**src/rtl/score_keeper.sv**
```systemverilog
// Rhythm-game score keeper: grades hits into score/combo/life and tracks game-over.
// Optional life regain on combo milestones is enabled by defining SCORE_KEEPER_LIFE_REGAIN_EN.
module score_keeper #(
  parameter int                  STATE_BITS  = 1,
  parameter logic [STATE_BITS:0] STATE_RESET = 2'd0,
  parameter logic [STATE_BITS:0] STATE_PAUSE = 2'd1,
  parameter logic [STATE_BITS:0] STATE_GAME  = 2'd2,
  parameter logic [2:0]          MAX_LIFE    = 3'd4,
  parameter int                  COMBO_STEP  = 10,
  parameter int                  LIFE_REGAIN = 50
) (
  input  logic                  clk,
  input  logic                  rst_n,
  input  logic [STATE_BITS:0]   game_state,
  input  logic                  display_combo_en,
  input  logic                  hit_valid,
  input  logic [1:0]            hit_grade,
  output logic [2:0]            life,
  output logic [13:0]           score,
  output logic [9:0]            combo,
  output logic [9:0]            max_combo,
  output logic [13:0]           display_value,
  output logic                  game_over
);

`ifdef SCORE_KEEPER_LIFE_REGAIN_EN
  localparam bit REGAIN_EN = 1'b1;
`else
  localparam bit REGAIN_EN = 1'b0;
`endif

  typedef enum logic [1:0] {S_IDLE, S_PLAY, S_HOLD, S_OVER} state_e;

  state_e      state_q, state_d;
  logic [2:0]  life_q, life_d;
  logic [13:0] score_q, score_d, disp_q, disp_d, sum;
  logic [9:0]  combo_q, combo_d, max_q, max_d, tier;
  logic [2:0]  mult;
  logic [3:0]  points;
  logic        over_q;

  always_ff @(posedge clk or negedge rst_n) begin
    if (!rst_n) state_q <= S_IDLE;
    else        state_q <= state_d;
  end

  // Running out of life wins over the requested game state, except a reset request.
  always_comb begin
    state_d = state_q;
    if (game_state == STATE_RESET)     state_d = S_IDLE;
    else if (state_q == S_OVER)        state_d = S_OVER;
    else if (life_d == 3'd0)           state_d = S_OVER;
    else if (game_state == STATE_GAME) state_d = S_PLAY;
    else if (game_state == STATE_PAUSE) state_d = S_HOLD;
    else                               state_d = S_HOLD;
  end

  always_comb begin
    life_d  = life_q;
    score_d = score_q;
    combo_d = combo_q;
    max_d   = max_q;
    tier    = combo_q / 10'(COMBO_STEP);
    mult    = (tier >= 10'd3) ? 3'd4 : 3'(tier) + 3'd1;
    points  = {2'b00, hit_grade} * {1'b0, mult};
    sum     = score_q + {10'd0, points};
    if (state_q == S_IDLE || game_state == STATE_RESET) begin
      life_d  = MAX_LIFE;
      score_d = 14'd0;
      combo_d = 10'd0;
      max_d   = 10'd0;
    end else if (state_q == S_PLAY && hit_valid) begin
      if (hit_grade == 2'b00) begin
        combo_d = 10'd0;
        life_d  = (life_q == 3'd0) ? 3'd0 : life_q - 3'd1;
      end else begin
        score_d = (sum > 14'd9999) ? 14'd9999 : sum;
        combo_d = (combo_q == 10'd999) ? combo_q : combo_q + 10'd1;
        max_d   = (combo_d > max_q) ? combo_d : max_q;
        if (REGAIN_EN && (combo_d % 10'(LIFE_REGAIN)) == 10'd0 && life_q < MAX_LIFE)
          life_d = life_q + 3'd1;
      end
    end
    // Mux the next-state values so a synchronous clear also zeroes the display.
    disp_d = display_combo_en ? {4'd0, max_d} : score_d;
  end

  always_ff @(posedge clk or negedge rst_n) begin
    if (!rst_n) begin
      life_q  <= MAX_LIFE;
      score_q <= 14'd0;
      combo_q <= 10'd0;
      max_q   <= 10'd0;
      disp_q  <= 14'd0;
      over_q  <= 1'b0;
    end else begin
      life_q  <= life_d;
      score_q <= score_d;
      combo_q <= combo_d;
      max_q   <= max_d;
      disp_q  <= disp_d;
      over_q  <= (state_d == S_OVER);
    end
  end

  assign life          = life_q;
  assign score         = score_q;
  assign combo         = combo_q;
  assign max_combo     = max_q;
  assign display_value = disp_q;
  assign game_over     = over_q;

endmodule

```
**config.mk**
```make
export PLATFORM = sky130hd
export DESIGN_NAME = score_keeper
export DESIGN_NICKNAME = d
export VERILOG_FILES = /design/src/rtl/score_keeper.sv
export SDC_FILE = /design/constraint.sdc
export NUM_CORES = 1
export LEC_CHECK = 0
export CORE_MARGIN = 5
export CORE_UTILIZATION = 55
export CTS_CLUSTER_DIAMETER = 40
export DETAILED_ROUTE_END_ITERATION = 10
export GPL_TIMING_DRIVEN = 0
export HOLD_SLACK_MARGIN = 0.15
export PLACE_DENSITY_LB_ADDON = 0.2
export SYNTH_ARGS = -nofsm -noshare
export SYNTH_HDL_FRONTEND = slang
export SYNTH_SLANG_ARGS = --single-unit
```
**constraint.sdc**
```tcl
create_clock -name clk -period 6.5 [get_ports clk]
set_input_delay 1.3 -clock clk [delete_from_list [all_inputs] [get_ports clk]]
set_output_delay 1.3 -clock clk [all_outputs]
set_load 0.02 [all_outputs]
```
# ---- After elaboration in Yosys (flattened, before gate mapping)
# Index checks and enable logic that the tools add are counted.
dict set report totals {
  n_memories 0
  latchBits 0
  rom_bits 0
  out_inout_bits 52
  register_bits 54
  ram_bits 0
}
dict set report classes {
  n_mul 1
  div 1
  shift 0
  bitwise 0
  addsub 4
  reduce_logical 8
  mux 22
  n_eq_ne 5
  magnitude_cmp 3
}
# operator n
set op_table {}
lappend op_table {{10-bit two-way mux} 8}
lappend op_table {{14-bit two-way mux} 5}
lappend op_table {{3-bit two-way mux} 5}
lappend op_table {{14-bit by 4-bit adder with 14-bit output} 1}
lappend op_table {{14-bit > comparator (second input constant)} 1}
lappend op_table {{10-bit by 1-bit adder with 10-bit output (second input constant)} 1}
lappend op_table {{10-bit by 4-bit divider with 10-bit output (second input constant)} 1}
lappend op_table {{10-bit == test (second input constant)} 1}
lappend op_table {{10-bit by 2-bit >= comparator with 1-bit output (second input constant)} 1}
lappend op_table {{10-bit > comparator} 1}
lappend op_table {{2-bit two-way mux} 4}
lappend op_table {{2-bit == test (second input constant)} 3}
lappend op_table {{2-bit zero test} 3}
lappend op_table {{3-bit zero test} 2}
lappend op_table {{2-bit by 3-bit multiplier with 4-bit output} 1}
lappend op_table {{3-bit by 1-bit adder with 3-bit output (second input constant)} 1}
lappend op_table {{3-bit by 1-bit subtractor with 3-bit output (second input constant)} 1}
lappend op_table {{2-bit by 1-bit == test with 1-bit output (second input constant)} 1}
lappend op_table {{2-bit nonzero test} 1}
lappend op_table {{1-bit logical AND} 1}
lappend op_table {{1-bit logical OR} 1}

# ---- Longest topological paths before layout
# Gate-level depths: netlist of the first run.
dict set report logic_depth {
  depth_word 11
  ltp_mapped 28
}

# ---- Worst setup path before layout of the first run
# No wires, ideal clock.
dict set report synth_path {
  kind {reg-to-reg}
  from {reg combo_q[5] (netlist: combo[5])}
  to {reg disp_q[11] (netlist: display_value[11])}
  period_less_slack_ps 5481
  path_buffers 1
  arrival_ps 5348
  path_stages_with_launch 29
  path_slack_ps 1019
  required_time_ps 6366
  cell_sequence {dfrtp_1 > clkbuf_1 > nand2b_1 > o22ai_1 > a22o_1 > nand2_1 > o31ai_1 > a211o_1 > maj3_1 > inv_1 > o22ai_1 > ha_1 > nor4_1 > and3_1 > and3_1 > ha_1 > inv_1 > fa_1 > xnor2_1 > ha_1 > a21oi_2 > o22ai_4 > nor3b_2 > and2_1 > and3_1 > a31oi_4 > nand2_8 > a31o_2 > nor2b_1}
}
dict set report synth_via {
  elab_chain_cells 11
  word_cells_on_any_way 12
  cone_classes {add/sub: 2; mul: 1; div: 1; order compare: 2; mux: 6}
}
# item line_no
set synth_lines {}
lappend synth_lines {{start: declaration} 37} ;# logic [9:0] combo_q, combo_d, max_q, max_d, tier;
lappend synth_lines {{start signal: assignment} 99} ;# combo_q <= combo_d;
lappend synth_lines {{10-bit by 4-bit divider with 10-bit output (*)} 63} ;# tier = combo_q / 10'(COMBO_STEP);
lappend synth_lines {{10-bit by 2-bit >= comparator with 1-bit output / 3-bit by 1-bit adder with 3-bit output (equally long branches)} 64} ;# mult = (tier >= 10'd3) ? 3'd4 : 3'(tier) + 3'd1;
lappend synth_lines {{3-bit two-way mux (*)} 64}
lappend synth_lines {{2-bit by 3-bit multiplier with 4-bit output (*)} 65} ;# points = {2'b00, hit_grade} * {1'b0, mult};
lappend synth_lines {{14-bit by 4-bit adder with 14-bit output (*)} 66} ;# sum = score_q + {10'd0, points};
lappend synth_lines {{14-bit > comparator} 77} ;# score_d = (sum > 14'd9999) ? 14'd9999 : sum;
lappend synth_lines {{14-bit two-way mux (*)} 77}
lappend synth_lines {{14-bit two-way mux (*)} 73} ;# if (hit_grade == 2'b00) begin
lappend synth_lines {{14-bit two-way mux (*)} 72} ;# end else if (state_q == S_PLAY && hit_valid) begin
lappend synth_lines {{14-bit two-way mux (*)} 67} ;# if (state_q == S_IDLE || game_state == STATE_RESET) begin
lappend synth_lines {{via score_d[11]} 36} ;# logic [13:0] score_q, score_d, disp_q, disp_d, sum;
lappend synth_lines {{14-bit two-way mux (*)} 85} ;# disp_d = display_combo_en ? {4'd0, max_d} : score_d;
lappend synth_lines {{via disp_d[11]} 36}
lappend synth_lines {{end signal: assignment} 101} ;# disp_q <= disp_d;
lappend synth_lines {{end: declaration} 36}
# Mark *: on every way through the listed nets, which the timed path passes. The rest lies on a longest branch.
# A chain may end at the register's enable or synchronous reset.

# ---- Worst setup path in the final report of the first run
dict set report layout_path {
  from {reg combo_q[3] (netlist: combo[3])}
  to {reg disp_q[6] (netlist: display_value[6])}
}
dict set report layout_via {
  elab_chain_cells 11
  word_cells_on_any_way 20
  cone_classes {add/sub: 3; mul: 1; div: 1; order compare: 3; eq/ne: 1; mux: 11}
}
# item line_no
set layout_lines {}
lappend layout_lines {{10-bit by 4-bit divider with 10-bit output} 63}
lappend layout_lines {{10-bit by 2-bit >= comparator with 1-bit output / 3-bit by 1-bit adder with 3-bit output (equally long branches)} 64}
lappend layout_lines {{3-bit two-way mux} 64}
lappend layout_lines {{2-bit by 3-bit multiplier with 4-bit output} 65}
lappend layout_lines {{14-bit by 4-bit adder with 14-bit output} 66}
lappend layout_lines {{14-bit > comparator} 77}
lappend layout_lines {{14-bit two-way mux} 77}
lappend layout_lines {{14-bit two-way mux} 73}
lappend layout_lines {{14-bit two-way mux} 72}
lappend layout_lines {{14-bit two-way mux} 67}
lappend layout_lines {{14-bit two-way mux (*)} 85}
lappend layout_lines {{via disp_d[6]} 36}
# Marked as above.

==> results.tsv, run 1 <==
stage	metric	value	unit
finish	synth-to-layout area growth	21.56	%
die	Initial Utilization	57.14	%
clocking	CTS buffer count	5	
setup_path	CP required	6700	ps
yosys	syn avg cell area	8.888	um^2
finish	non-filler cells, final	609	
die	Chip Width	94.71	um
clocking	worst skew pair latency	320	ps
place	Place WS	464.3	ps
finish	final core occ	69.46	%
setup_path	CP max-delay cell	nor4b_2	
setup_path	Setup crit end	display_value[6]$_DFF_PN0_	
clocking	cts hold-fix bufs	0	
setup_path	CP arrival	6290	ps
place	placed inst area	4672	um^2
flow_run	Max Cap Violations	0	
finish	post-route design area	4797	um^2
yosys	Ys Warns	0	
finish	Fillers	575	
yosys	Seq/Total Area, Yosys	34.27	%
route	Vias	3629	
power	total power	0.7147	mW
sta	Min Clock Period, post-route	6085	ps
route	drt pass-1 iters	5	
die	die height	94.71	um
yosys	#FFs+latches synth	54	
setup_path	FF-to-FF path depth	27	
global_routing	GRT overflow	0	
yosys	cell count after synthesis	444	
sta	Hold Vio Cnt, Final	0	
yosys	predominant post-synthesis flop cell	dfrtp_1	
global_routing	initial antenna violation count	0	
power	peak supply drop	0.1494	mV
setup_path	Max Fanout on Critical Path	10	
yosys	syn nets	476	
global_routing	GRT Overall Usage	23.87	%
route	routed wire length	10470	um
sta	Worst Setup Slack, final	414.6	ps
sta	period utilization	93.62	%
setup_path	r2r endpoint	display_value[6]$_DFF_PN0_	
die	Die ar.	8969	um^2
finish	fraction of layout cells with a size suffix above 1	10.33	%
yosys	synthesized cell area	3946	um^2
yosys	EDFF count, synth	0	
setup_path	register-to-register setup slack	410	ps
global_routing	vias in the first global route	3382	
clocking	Clk Tree Root Cell	clkbuf_8	
yosys	Post-synth ARST share	100.0	%
place	port bufs	59	
sta	Clock Skew	9.171	ps
setup_path	Critical Path End Type	flip-flop	
sta	Final Max Slew Viols	0	
clocking	TritonCTS clock tree	done	
power	PwrDens	149.0	nW/um^2
clocking	Num Clock Sinks	54	
sta	Setup TNS Final	0	ps
sta	Setup Viol. Count Final	0	
sta	WHS	542.4	ps
place	Placer Congestion	0.8829	
place	DP HPWL	7811	um
place	Placed Instances	600	
setup_path	Crit. Startpoint	combo[3]$_DFFE_PN0P_	
route	Post-route DRC	0	
clocking	CTS clk-pin slew, worst paths	110	ps
finish	Nets	544	
setup_path	crit path kind	flip-flop to flip-flop	
route	Antenna Nets Post-Route	0	
sta	unrepaired setup endpoints after global routing	false	
die	row count	30	
sta	Max-slew headroom	48.66	%
power	P_leak	2.003	nW
route	mean routed wirelength per cell	17.20	um
global_routing	first-pass GRT wire length	16750	um
setup_path	worst reg2reg path startpoint	combo[3]$_DFFE_PN0P_	
min_path	worst min-delay path category	flip-flop to flip-flop	
sta	Worst-Margin Slew	764.9	ps
sta	f_max	164.3	MHz
clocking	clock tree buffer depth	2	
finish	Antenna diodes	0	
setup_path	CP peak stage delay	400	ps
yosys	Synth cell types	72	
route	Initial DRC Count	188	
die	num ports	60	
die	Std-Cell Core Area	6907	um^2
setup_path	CP Launch Type	flip-flop	
run_status	outcome	completed	
clocking	H-tree levels	2	
global_routing	pin count of the biggest net entering global routing	41	
route	DR vias/cell	5.959	
[worst max-delay path: cells and delay by family, from the launching register on]
family | cells | cell delay (ps)
flops | 1 | 350
fa+ha+maj | 5 | 1420
buf+inv | 3 | 500
xor+xnor | 1 | 300
compound gates | 7 | 1040
simple gates | 11 | 2370
[cell usage after synthesis (3+ instances only)]
cell / instances / area share, %
nor4_1: 4 / 0.63
a21oi_1: 20 / 2.5
a211o_1: 3 / 0.67
nor2_1: 48 / 4.6
xnor2_1: 12 / 2.7
nor2b_1: 10 / 1.6
and3_1: 12 / 1.9
and2_1: 4 / 0.63
o21ai_1: 3 / 0.38
nand2_1: 25 / 2.4
or3_1: 3 / 0.48
o31ai_1: 3 / 0.57
a21oi_2: 6 / 1.3
buf_2: 8 / 1.0
clkbuf_1: 14 / 1.3
mux2_2: 5 / 1.4
o22ai_1: 9 / 1.4
ha_1: 22 / 7.0
nor3_1: 12 / 1.5
nand3_1: 23 / 2.9
a31oi_4: 3 / 1.6
inv_1: 28 / 2.7
xor2_1: 5 / 1.1
o21ai_0: 18 / 2.3
nand2b_1: 5 / 0.79
dfrtp_1: 53 / 34
a21o_1: 3 / 0.57
a31oi_1: 5 / 0.79
a22o_1: 9 / 2.0
nand4_1: 6 / 0.95
mux2i_1: 15 / 3.8
[layout by cell type, fill, tap and decap left out, drive strengths merged, types with 3 or more instances in the layout]
| master | instances |
|---|---|
| a211o | 3 |
| a21o | 3 |
| a21oi | 26 |
| a22o | 9 |
| a31o | 3 |
| a31oi | 8 |
| and2 | 4 |
| and3 | 12 |
| buf | 13 |
| clkbuf | 19 |
| clkdlybuf4s50 | 58 |
| dfrtp | 53 |
| ha | 22 |
| inv | 32 |
| mux2 | 5 |
| mux2i | 15 |
| nand2 | 26 |
| nand2b | 5 |
| nand3 | 24 |
| nand4 | 6 |
| nor2 | 49 |
| nor2b | 10 |
| nor3 | 12 |
| nor4 | 5 |
| o21ai | 21 |
| o22ai | 10 |
| o31ai | 3 |
| or3 | 3 |
| xnor2 | 12 |
| xor2 | 5 |
[timing repair]
action                     in CTS  in global routing
gates resized for setup         0                  1
setup endpoints to repair       0                  6
setup buffers                   0                  1
hold endpoints to repair        0                  0
[power by group]
group / internal, mW / total [mW] / switching [mW]
registers: 0.345 / 0.354 / 0.00888
clock network: 0.118 / 0.246 / 0.128
logic: 0.0444 / 0.115 / 0.0707
total: 0.507 / 0.715 / 0.207
[state kept, by name, summed over array words and instances (netlist names)]
signal	cells
state_q	2
score	14
combo	10
life	3
game_over	1
display_value	14
max_combo	10
[layer usage]
metal  wire [um]  vias to the layer above  global-route usage [%]
met5           0                        -                       0
met4         147                        0                   7.212
met3         714                       19                   4.861
met2        5009                      139                   38.99
met1        4601                     1744                   31.92
li1            -                     1727                       -
[cells by family after synthesis]
group	synth area share, %
and+or+nand+nor	22.29
AOI/OAI and AO/OA	20.61
buffers and inverters	5.580
DFF	34.27
adders and majority gates	8.243
muxes	5.231
xor gates and xnor gates	3.773
[final cells by class]
cell class / instances / area [um^2] / area share [%]
Clock inverter: 3 / 47.55 / 0.9911
Inverter: 30 / 112.6 / 2.347
Sequential cell: 54 / 1353 / 28.20
Timing Repair Buffer: 61 / 613.1 / 12.78
Buffer: 24 / 107.6 / 2.243
Clock buffer: 5 / 68.82 / 1.435
Tap cell: 96 / 120.1 / 2.504
Multi-Input combinational cell: 336 / 2375 / 49.50
[worst min-delay path by stage]
stage / start / end / slack (ps) / depth (start not counted)
6_report: life[2]$_DFF_PN1_ / life[2]$_DFF_PN1_ / 540 / 2
5_1_grt: life[2]$_DFF_PN1_ / life[2]$_DFF_PN1_ / 570 / 2
4_1_cts: life[2]$_DFF_PN1_ / life[2]$_DFF_PN1_ / 550 / 2
3_5_place_dp: life[2]$_DFF_PN1_ / life[2]$_DFF_PN1_ / 530 / 2
3_3_place_gp: life[2]$_DFF_PN1_ / life[2]$_DFF_PN1_ / 530 / 2
2_1_floorplan: life[2]$_DFF_PN1_ / life[2]$_DFF_PN1_ / 550 / 2
No activity file was read; power rests on OpenSTA's default activity.
==> run 2: changes to the inputs <==
--- a/config.mk
+++ b/config.mk
@@ -12,6 +12,7 @@
 export GPL_TIMING_DRIVEN = 0
 export HOLD_SLACK_MARGIN = 0.15
 export PLACE_DENSITY_LB_ADDON = 0.2
+export REMOVE_ABC_BUFFERS = 1
 export SYNTH_ARGS = -nofsm -noshare
 export SYNTH_HDL_FRONTEND = slang
 export SYNTH_SLANG_ARGS = --single-unit
==> results.tsv, run 2 (synthesis gave the netlist of run 1 again) <==
stage	metric	value	unit
finish	Fillers	602	
die	Die ar.	8969	um^2
place	Placer Congestion	0.9046	
sta	f_max	164.9	MHz
die	row count	30	
sta	Setup TNS Final	0	ps
sta	Max-slew headroom	34.90	%
die	die height	94.71	um
global_routing	initial antenna violation count	0	
power	P_leak	1.967	nW
clocking	Clk Tree Root Cell	clkbuf_8	
route	routed wire length	10080	um
die	Chip Width	94.71	um
min_path	worst min-delay path category	flip-flop to flip-flop	
flow_run	Max Cap Violations	0	
setup_path	CP arrival	6250	ps
place	placed inst area	4606	um^2
clocking	clock tree buffer depth	2	
run_status	outcome	completed	
setup_path	worst reg2reg path startpoint	combo[4]$_DFFE_PN0P_	
clocking	worst skew pair latency	310	ps
route	Initial DRC Count	220	
place	port bufs	59	
sta	Clock Skew	8.091	ps
setup_path	CP required	6680	ps
sta	Worst-Margin Slew	968.4	ps
place	Placed Instances	578	
clocking	CTS clk-pin slew, worst paths	100	ps
sta	period utilization	93.32	%
finish	Antenna diodes	0	
clocking	cts hold-fix bufs	0	
power	total power	0.6714	mW
sta	Hold Vio Cnt, Final	0	
setup_path	Max Fanout on Critical Path	16	
clocking	TritonCTS clock tree	done	
route	Post-route DRC	0	
global_routing	first-pass GRT wire length	16680	um
setup_path	Critical Path End Type	flip-flop	
place	DP HPWL	7262	um
sta	Min Clock Period, post-route	6066	ps
sta	unrepaired setup endpoints after global routing	false	
setup_path	CP Launch Type	flip-flop	
clocking	CTS buffer count	5	
finish	post-route design area	4781	um^2
setup_path	Setup crit end	display_value[11]$_DFF_PN0_	
finish	synth-to-layout area growth	21.15	%
finish	Nets	529	
power	PwrDens	140.4	nW/um^2
die	Initial Utilization	57.14	%
clocking	Num Clock Sinks	54	
global_routing	vias in the first global route	3413	
finish	non-filler cells, final	594	
setup_path	Crit. Startpoint	combo[4]$_DFFE_PN0P_	
route	Vias	3602	
power	peak supply drop	0.1288	mV
setup_path	crit path kind	flip-flop to flip-flop	
setup_path	FF-to-FF path depth	27	
global_routing	GRT overflow	0	
sta	WHS	557.0	ps
global_routing	GRT Overall Usage	22.97	%
route	DR vias/cell	6.064	
global_routing	pin count of the biggest net entering global routing	31	
setup_path	r2r endpoint	display_value[11]$_DFF_PN0_	
sta	Setup Viol. Count Final	0	
clocking	H-tree levels	2	
route	Antenna Nets Post-Route	0	
die	num ports	60	
sta	Final Max Slew Viols	0	
finish	fraction of layout cells with a size suffix above 1	12.45	%
setup_path	register-to-register setup slack	430	ps
finish	most common cell after layout, fill and taps aside	clkdlybuf4s50_1	
finish	most frequent cells in the layout	58 x clkdlybuf4s50_1, 47 x nor2_1, 47 x dfrtp_1	
die	Std-Cell Core Area	6907	um^2
route	drt pass-1 iters	5	
route	mean routed wirelength per cell	16.97	um
run 2: repair_timing:
item	4_1_cts	5_1_grt
resized for setup	0	9
setup buffers	0	7
endpoints found under the setup margin	0	26
run 2: metrics by stage:
step | utilization, % | worst slack [ps]
floorplan | - | 919.7
global placement | 65.87 | 458.3
detailed placement | 66.68 | 272.3
CTS | 68.03 | 241.2
global route | 69.22 | 12.10
finish | 69.22 | 434.0
run 2: layout make-up:
| type | instances | area, um^2 | area share [%] |
|---|---|---|---|
| multi-input combinational | 336 | 2392 | 50.04 |
| sequential | 54 | 1363 | 28.50 |
| timing repair buffer | 70 | 700.7 | 14.66 |
| tap | 96 | 120.1 | 2.512 |
| inverter | 30 | 112.6 | 2.355 |
| clock buffer | 5 | 68.82 | 1.439 |
| clock inverter | 3 | 23.77 | 0.4973 |
run 2: critical path, cell delays in order (launching register included):
cell and delay, ps:
dfrtp_2 520, and2b_1 350, nor2_1 130, a22o_1 210
nand2_1 60, o31ai_1 70, a211o_1 350, maj3_1 340
inv_1 60, o22ai_1 80, ha_1 210, nor4_1 140
and3_1 310, and3_1 200, ha_1 140, inv_1 40
fa_1 400, xnor2_2 230, ha_1 300, a21oi_2 260
a211o_1 260, nand3b_1 100, mux2_2 280, a21oi_2 170
o32a_4 230, nand2_8 100, a31o_2 260, nor2b_1 120
run 2: routing by layer:
layer / global-route usage, % / vias to the layer above / wire length (um)
met5: 0 / - / 0
met4: 5.649 / 0 / 141
met3: 2.709 / 14 / 572
met2: 36.47 / 141 / 4826
met1: 33.40 / 1743 / 4540
li1: - / 1704 / -
run 2: where the power goes:
group | leakage, nW | switching, mW | total, mW | internal, mW
combinational | 1.19 | 0.0697 | 0.117 | 0.0472
sequential | 0.731 | 0.00961 | 0.355 | 0.345
clock | 0.0408 | 0.122 | 0.200 | 0.0775
total | 1.97 | 0.202 | 0.671 | 0.470
run 2: worst min-delay path by stage:
| stage | start | end | slack, ps | cells past startpoint |
|---|---|---|---|---|
| after CTS | life[2]$_DFF_PN1_ | life[2]$_DFF_PN1_ | 560 | 2 |
| after detailed placement | life[2]$_DFF_PN1_ | life[2]$_DFF_PN1_ | 540 | 2 |
| after global routing | life[2]$_DFF_PN1_ | life[2]$_DFF_PN1_ | 600 | 2 |
| final | life[2]$_DFF_PN1_ | life[2]$_DFF_PN1_ | 560 | 2 |
| after floorplan | life[2]$_DFF_PN1_ | life[2]$_DFF_PN1_ | 550 | 2 |
| after global placement | life[2]$_DFF_PN1_ | life[2]$_DFF_PN1_ | 520 | 2 |
==> run 3: changes to the inputs <==
--- a/config.mk
+++ b/config.mk
@@ -8,6 +8,7 @@
 export CORE_MARGIN = 5
 export CORE_UTILIZATION = 55
 export CTS_CLUSTER_DIAMETER = 40
+export CTS_CLUSTER_SIZE = 16
 export DETAILED_ROUTE_END_ITERATION = 10
 export GPL_TIMING_DRIVEN = 0
 export HOLD_SLACK_MARGIN = 0.15
==> results of run 3 <==
Final layout, timing and power as in run 2 (identical DEF).
